$ cat config.mk
export PLATFORM = sky130hd
export DESIGN_NAME = pipeline_ctrl
export DESIGN_NICKNAME = d
export VERILOG_FILES = /design/src/rtl/cpu_pkg.sv /design/src/rtl/sat_counter.sv /design/src/rtl/pipeline_ctrl.sv
export SDC_FILE = /design/constraint.sdc
export NUM_CORES = 1
export LEC_CHECK = 0
export BUFFER_PORTS_ARGS = -buffer_cell sky130_fd_sc_hd__buf_2
export CORE_MARGIN = 3
export CORE_UTILIZATION = 48
export CTS_CLUSTER_DIAMETER = 50
export DETAILED_ROUTE_END_ITERATION = 10
export GPL_TIMING_DRIVEN = 0
export PLACE_DENSITY = 0.78
export SKIP_CTS_REPAIR_TIMING = 1
export SLEW_MARGIN = 5
export SYNTH_ARGS = -nofsm -noshare
export SYNTH_HDL_FRONTEND = slang
export SYNTH_SLANG_ARGS = --single-unit
$ cat constraint.sdc
create_clock -name clk -period 2 [get_ports clk]
set_input_delay 0.4 -clock clk [delete_from_list [all_inputs] [get_ports clk]]
set_output_delay 0.4 -clock clk [all_outputs]
set_load 0.02 [all_outputs]
$ cat src/rtl/cpu_pkg.sv
// Shared types and helpers for the pipelined ARM core control logic.
package cpu_pkg;

  // ALU operand source select; encoding matches the datapath operand muxes.
  typedef enum logic [1:0] {
    FWD_RF = 2'b00,
    FWD_W  = 2'b01,
    FWD_M  = 2'b10
  } fwd_sel_t;

  // Reads of R15 return PC+8 from the register file and are never forwarded.
  localparam logic [3:0] REG_PC = 4'hF;

  // Control bits tracked per shadow stage.
  typedef struct packed {
    logic [3:0] wa3;
    logic       regwrite;
    logic       memtoreg;
    logic       pcsrc;
  } stage_ctrl_t;

  // Operand forwarding select for one E-stage source register.
  // The younger M result wins over the older W result.
  function automatic fwd_sel_t fwd_select(input logic [3:0]  ra,
                                          input stage_ctrl_t m,
                                          input stage_ctrl_t w);
    fwd_sel_t sel;
    sel = FWD_RF;
    if (ra != REG_PC) begin
      if (m.regwrite && (m.wa3 == ra)) sel = FWD_M;
      else if (w.regwrite && (w.wa3 == ra)) sel = FWD_W;
    end
    return sel;
  endfunction

endpackage

$ cat src/rtl/sat_counter.sv
// Saturating up-counter with synchronous clear; clear wins over increment.
module sat_counter #(
  parameter int W = 16
) (
  input  logic         clk,
  input  logic         reset,
  input  logic         clr,
  input  logic         inc,
  output logic [W-1:0] q
);

  logic [W-1:0] r_q;

  // Count up on inc, hold at all-ones, clear on clr.
  always_ff @(posedge clk or negedge reset) begin
    if (!reset) r_q <= '0;
    else if (clr) r_q <= '0;
    else if (inc && (r_q != {W{1'b1}})) r_q <= r_q + 1'b1;
  end

  assign q = r_q;

endmodule

$ cat src/rtl/pipeline_ctrl.sv
// Hazard and sequencing controller: shadow E/M/W control pipeline,
// operand forwarding, stall/flush generation and profiling counters.
module pipeline_ctrl
  import cpu_pkg::*;
#(
  parameter int CNT_W = 16
) (
  input  logic             clk,
  input  logic             reset,
  input  logic [3:0]       RA1D,
  input  logic [3:0]       RA2D,
  input  logic [3:0]       WA3D,
  input  logic             RegWriteD,
  input  logic             MemtoRegD,
  input  logic             PCSrcD,
  input  logic             RegWriteE,
  input  logic             BranchTakenE,
  input  logic             cnt_clr,
  output logic [1:0]       ForwardAE,
  output logic [1:0]       ForwardBE,
  output logic             StallF,
  output logic             StallD,
  output logic             FlushD,
  output logic             FlushE,
  output logic [CNT_W-1:0] stall_cnt,
  output logic [CNT_W-1:0] branch_cnt
);

  stage_ctrl_t r_e, r_m, r_w;
  logic [3:0]  r_ra1e, r_ra2e;

  logic w_ldr_stall;
  logic w_pc_pending;
  logic w_flush_e_raw;
  logic w_unused_ok;

  // Raw hazard terms; outputs below are additionally forced low in reset.
  assign w_ldr_stall   = r_e.memtoreg & r_e.regwrite &
                         ((RA1D == r_e.wa3) | (RA2D == r_e.wa3));
  assign w_pc_pending  = PCSrcD | r_e.pcsrc | r_m.pcsrc;
  assign w_flush_e_raw = w_ldr_stall | BranchTakenE;

  // E shadow: capture the decode instruction, or a bubble when E is flushed.
  always_ff @(posedge clk or negedge reset) begin
    if (!reset) begin
      r_e    <= '0;
      r_ra1e <= '0;
      r_ra2e <= '0;
    end else begin
      r_ra1e <= RA1D;
      r_ra2e <= RA2D;
      r_e.wa3 <= WA3D;
      if (w_flush_e_raw) begin
        r_e.regwrite <= 1'b0;
        r_e.memtoreg <= 1'b0;
        r_e.pcsrc    <= 1'b0;
      end else begin
        r_e.regwrite <= RegWriteD;
        r_e.memtoreg <= MemtoRegD;
        r_e.pcsrc    <= PCSrcD;
      end
    end
  end

  // M and W shadows: E advances with its condition-qualified write enables.
  always_ff @(posedge clk or negedge reset) begin
    if (!reset) begin
      r_m <= '0;
      r_w <= '0;
    end else begin
      r_m.wa3      <= r_e.wa3;
      r_m.regwrite <= RegWriteE;
      r_m.memtoreg <= r_e.memtoreg;
      r_m.pcsrc    <= r_e.pcsrc & RegWriteE;
      r_w          <= r_m;
    end
  end

  // Load type is carried down the shadow pipe but not needed past E here.
  assign w_unused_ok = r_m.memtoreg ^ r_w.memtoreg;

  // Hazard outputs; a taken branch overrides any stall.
  assign ForwardAE = reset ? fwd_select(r_ra1e, r_m, r_w) : FWD_RF;
  assign ForwardBE = reset ? fwd_select(r_ra2e, r_m, r_w) : FWD_RF;
  assign StallD    = reset & w_ldr_stall & ~BranchTakenE;
  assign StallF    = reset & (w_ldr_stall | w_pc_pending) & ~BranchTakenE;
  assign FlushD    = reset & (w_pc_pending | r_w.pcsrc | BranchTakenE);
  assign FlushE    = reset & w_flush_e_raw;

  sat_counter #(.W(CNT_W)) u_stall_cnt (
    .clk   (clk),
    .reset (reset),
    .clr   (cnt_clr),
    .inc   (StallD),
    .q     (stall_cnt)
  );

  sat_counter #(.W(CNT_W)) u_branch_cnt (
    .clk   (clk),
    .reset (reset),
    .clr   (cnt_clr),
    .inc   (BranchTakenE & reset),
    .q     (branch_cnt)
  );

endmodule

==> results.md <==
- Non-Filler Instances: around 440
- Part of the power in registers: roughly half
- Via count: 2398
- Yosys reg bits: between 50 and 60
- Grt ovf: 0
- Vias per Instance: 5.50
- Share of cells above drive strength 1: 38.7%
- Distinct cells, synth: between 40 and 50
- CTS root buf: clkbuf_8
- Fmax: 424 MHz
- Final period utilization: 118%
- Worst EP required: 1.60 ns
- Failing checks: negative hold slack, negative setup slack
- Clock sink count: 59
- Worst-skew pair later-pin latency: between 0.3 and 0.4 ns
- DP HPWL: roughly 4.5 mm
- M1 GR Usage: between 20% and 30%
- Register area share after synthesis: between 50 and 60%
- Iteration-0 DRC count of the detailed router: 160
- Vias in the first global route: between 2000 and 2500
- Warning count from the yosys run: 0
- Min Hold Slack: -0.0110 ns
- Switch Pwr: 0.680 mW
- Placed instance area: between 3000 and 4000 µm²
- Worst setup SP type: flop
- CP arrival: between 1.5 and 2 ns
- Routed Antenna Nets: 0
- Total track usage: 18.8%
- I/O pin cnt: 60
- Type of the worst setup path: reg2out
- Post-synth top area share: 50.7%
- Unrepaired setup endpoints after global routing: yes
- FILL cells: between 400 and 500
- Post-Syn Area: slightly below 3000 µm²
- Leak: 1.78 nW
- EDFF count, synth: 0
- Max FO, Critical Path: 4
- Diode count: 0
- Die boundary height: roughly 84 µm
- Num CTS Buffers: 9
- WP buf/inv: 1
- GRT busiest layer: met2
- Grt met2 use: 30.5%
- Max Cap Violations: 0
- Die area: about 7000 µm²
- FFs w/ async S/R, synth: between 90% and 100%
- Die width: roughly 84 µm
- Worst path top cell family by delay: simple AND/OR/NAND/NOR gates
- Largest area contributor in the synthesized netlist: dfrtp_1
- Area grow syn2layout: 31.1%
- Post-Syn Nets: a little under 300
- Input/output buffers: just under 60
- Slew headroom: 63.7%
- Max IR drop VDD: slightly below 0.0004 V
- First-pass GRT wire length: between 10 and 15 mm
- Cell Pwr Density: 650 nW/µm²
- Tmin final: approximately 2.4 ns
- GP Congestion: about 0.83
- Final Instance Area: roughly 3800 µm²
- DRC: 0
- Avg Inst Size Synth: 10.6 µm²
- Status: complete, but fails checks
- Cell total after placement: ~410
- TritonCTS clock tree: built
- Drt wl/cell: between 15 and 20 µm
- Setup crit end kind: output port
- Pin count of the biggest net entering global routing: 69
- Switching part of the total: between 20% and 30%
- Clock Path Buffers: 2
- Synth area leaders: dfrtp_1 51%, xor2_1 5.7%, xnor2_1 4.2%
- Clock skew: 0.0103 ns
- Worst-Margin Slew: 0.531 ns
- Final Max Tran Viols: 0
- Met3 GRT Util: 4.84%
- Hold WC Path Type: in2async
- Power Internal: 1.80 mW
- Final worst slack: -0.358 ns
- Clock power share: between 40% and 50%
- Top FF cell, synth: dfrtp_1
- Total Nets Final: approximately 380
- Initial antenna violation count: 0
- Delay of the slowest cell on the worst path: approximately 0.45 ns
- Fin. Hold Viols: 27
- H-tree Lvls: 3
- WL final: just under 7 mm
- CP max stage cell: dfrtp_2
- DRT Pass-1 Iters: 4
- Mapped Cells: 275
- Core Rows: 27
- Clk slew on worst S/H paths: 0.08 ns
- Core area: ~5700 µm²
- Crit-path cells: xor2_2 > nor4_4 > o211ai_1 > nor2b_4 > nor2b_1 > buf_4
- Combinational Power Share: under 10%
- Final setup fails: 10
- Initial Util: between 50% and 60%
[worst paths after layout]
kind                       slack [ns]                 to  cells after the start  startpoint
setup reg to reg                -0.05  u_stall_cnt.q[10]                      7      r_e[3]
setup / recovery                -0.36             FlushE                      6      r_e[5]
max in group asynchronous        1.65   u_stall_cnt.q[0]                      1       reset
min in group clk                 0.17             r_e[3]                      1     WA3D[0]
hold reg to reg                  0.39             r_w[0]                      0      r_m[0]
hold / removal                  -0.01             r_w[2]                      1       reset
[cells by family after synthesis]
logic type / count (synthesis) / synth area share, %
DFF: 59 / 50.7
buffers and inverters: 8 / 1.29
adders and majority gates: 2 / 0.860
muxes: 10 / 4.04
AOI/OAI and AO/OA: 35 / 8.68
and+or+nand+nor: 128 / 24.5
xor gates and xnor gates: 33 / 9.93
[area by class of cell]
| class | instances | area, µm² | area share [%] |
|---|---|---|---|
| multi-input combinational | 208 | 1570 | 41.2 |
| tap | 72 | 90.1 | 2.36 |
| sequential | 59 | 1490 | 39.0 |
| timing repair buffer | 73 | 440 | 11.5 |
| clock buffer | 10 | 138 | 3.61 |
| clock inverter | 6 | 48.8 | 1.28 |
| inverter | 3 | 11.3 | 0.295 |
| buffer | 5 | 30.0 | 0.787 |
[per-stage QoR]
step                      power, mW  setup WS, ns  setup TNS [ns]  utilization, %
after CTS                      2.46        -0.424           -3.33            61.7
final                          2.48        -0.358           -1.10            67.2
after floorplan                1.37       0.00202               0               -
after global routing           2.60        -0.485           -2.42            67.2
after global placement         1.44         -1.04          -27.39            58.3
after detailed placement       1.45        -0.573          -10.50            58.4
[registers in the layout, summed over array words and instances, names as in the netlist]
name	count
r_e	7
r_ra2e	4
r_m	6
u_stall_cnt.q	16
u_branch_cnt.q	16
r_w	6
r_ra1e	4
[per-layer routing]
layer	part of all wire, %	up-vias
met5	0	-
met2	51	67
met3	5.3	10
met1	43	1164
met4	1.6	0
li1	-	1157
[cells in the mapped netlist (3+ instances only)]
| master | n |
|---|---|
| a21oi_1 | 9 |
| and2_1 | 7 |
| and3_1 | 13 |
| and4_1 | 4 |
| clkbuf_1 | 4 |
| dfrtp_1 | 59 |
| inv_1 | 3 |
| mux2_1 | 3 |
| mux2_2 | 3 |
| nand2_1 | 14 |
| nand3_1 | 19 |
| nand4_1 | 11 |
| nor2_1 | 28 |
| nor2b_1 | 11 |
| nor3_1 | 6 |
| o21ai_0 | 6 |
| or2_2 | 4 |
| or3_1 | 3 |
| xnor2_1 | 14 |
| xor2_1 | 19 |
[power by group through the flow]
stage / logic (mW) / clock network (mW) / registers (mW)
CTS: 0.173 / 1.03 / 1.25
global route: 0.225 / 1.11 / 1.26
detailed placement: 0.172 / 0 / 1.28
finish: 0.204 / 1.02 / 1.26
floorplan: 0.0932 / 0 / 1.27
global placement: 0.168 / 0 / 1.27
[cell usage in the layout, fill, tap and decap left out, types with 10 or more instances in the layout]
cell type and instances:
clkbuf_8 10, nand2_1 13, nor2_1 28, buf_4 16, buf_2 52, nor2b_1 10, nand3_1 11, nand4_1 11
xor2_1 15, dfrtp_1 51, and3_1 13, xnor2_1 13
Power figures use the tool's default switching activity.
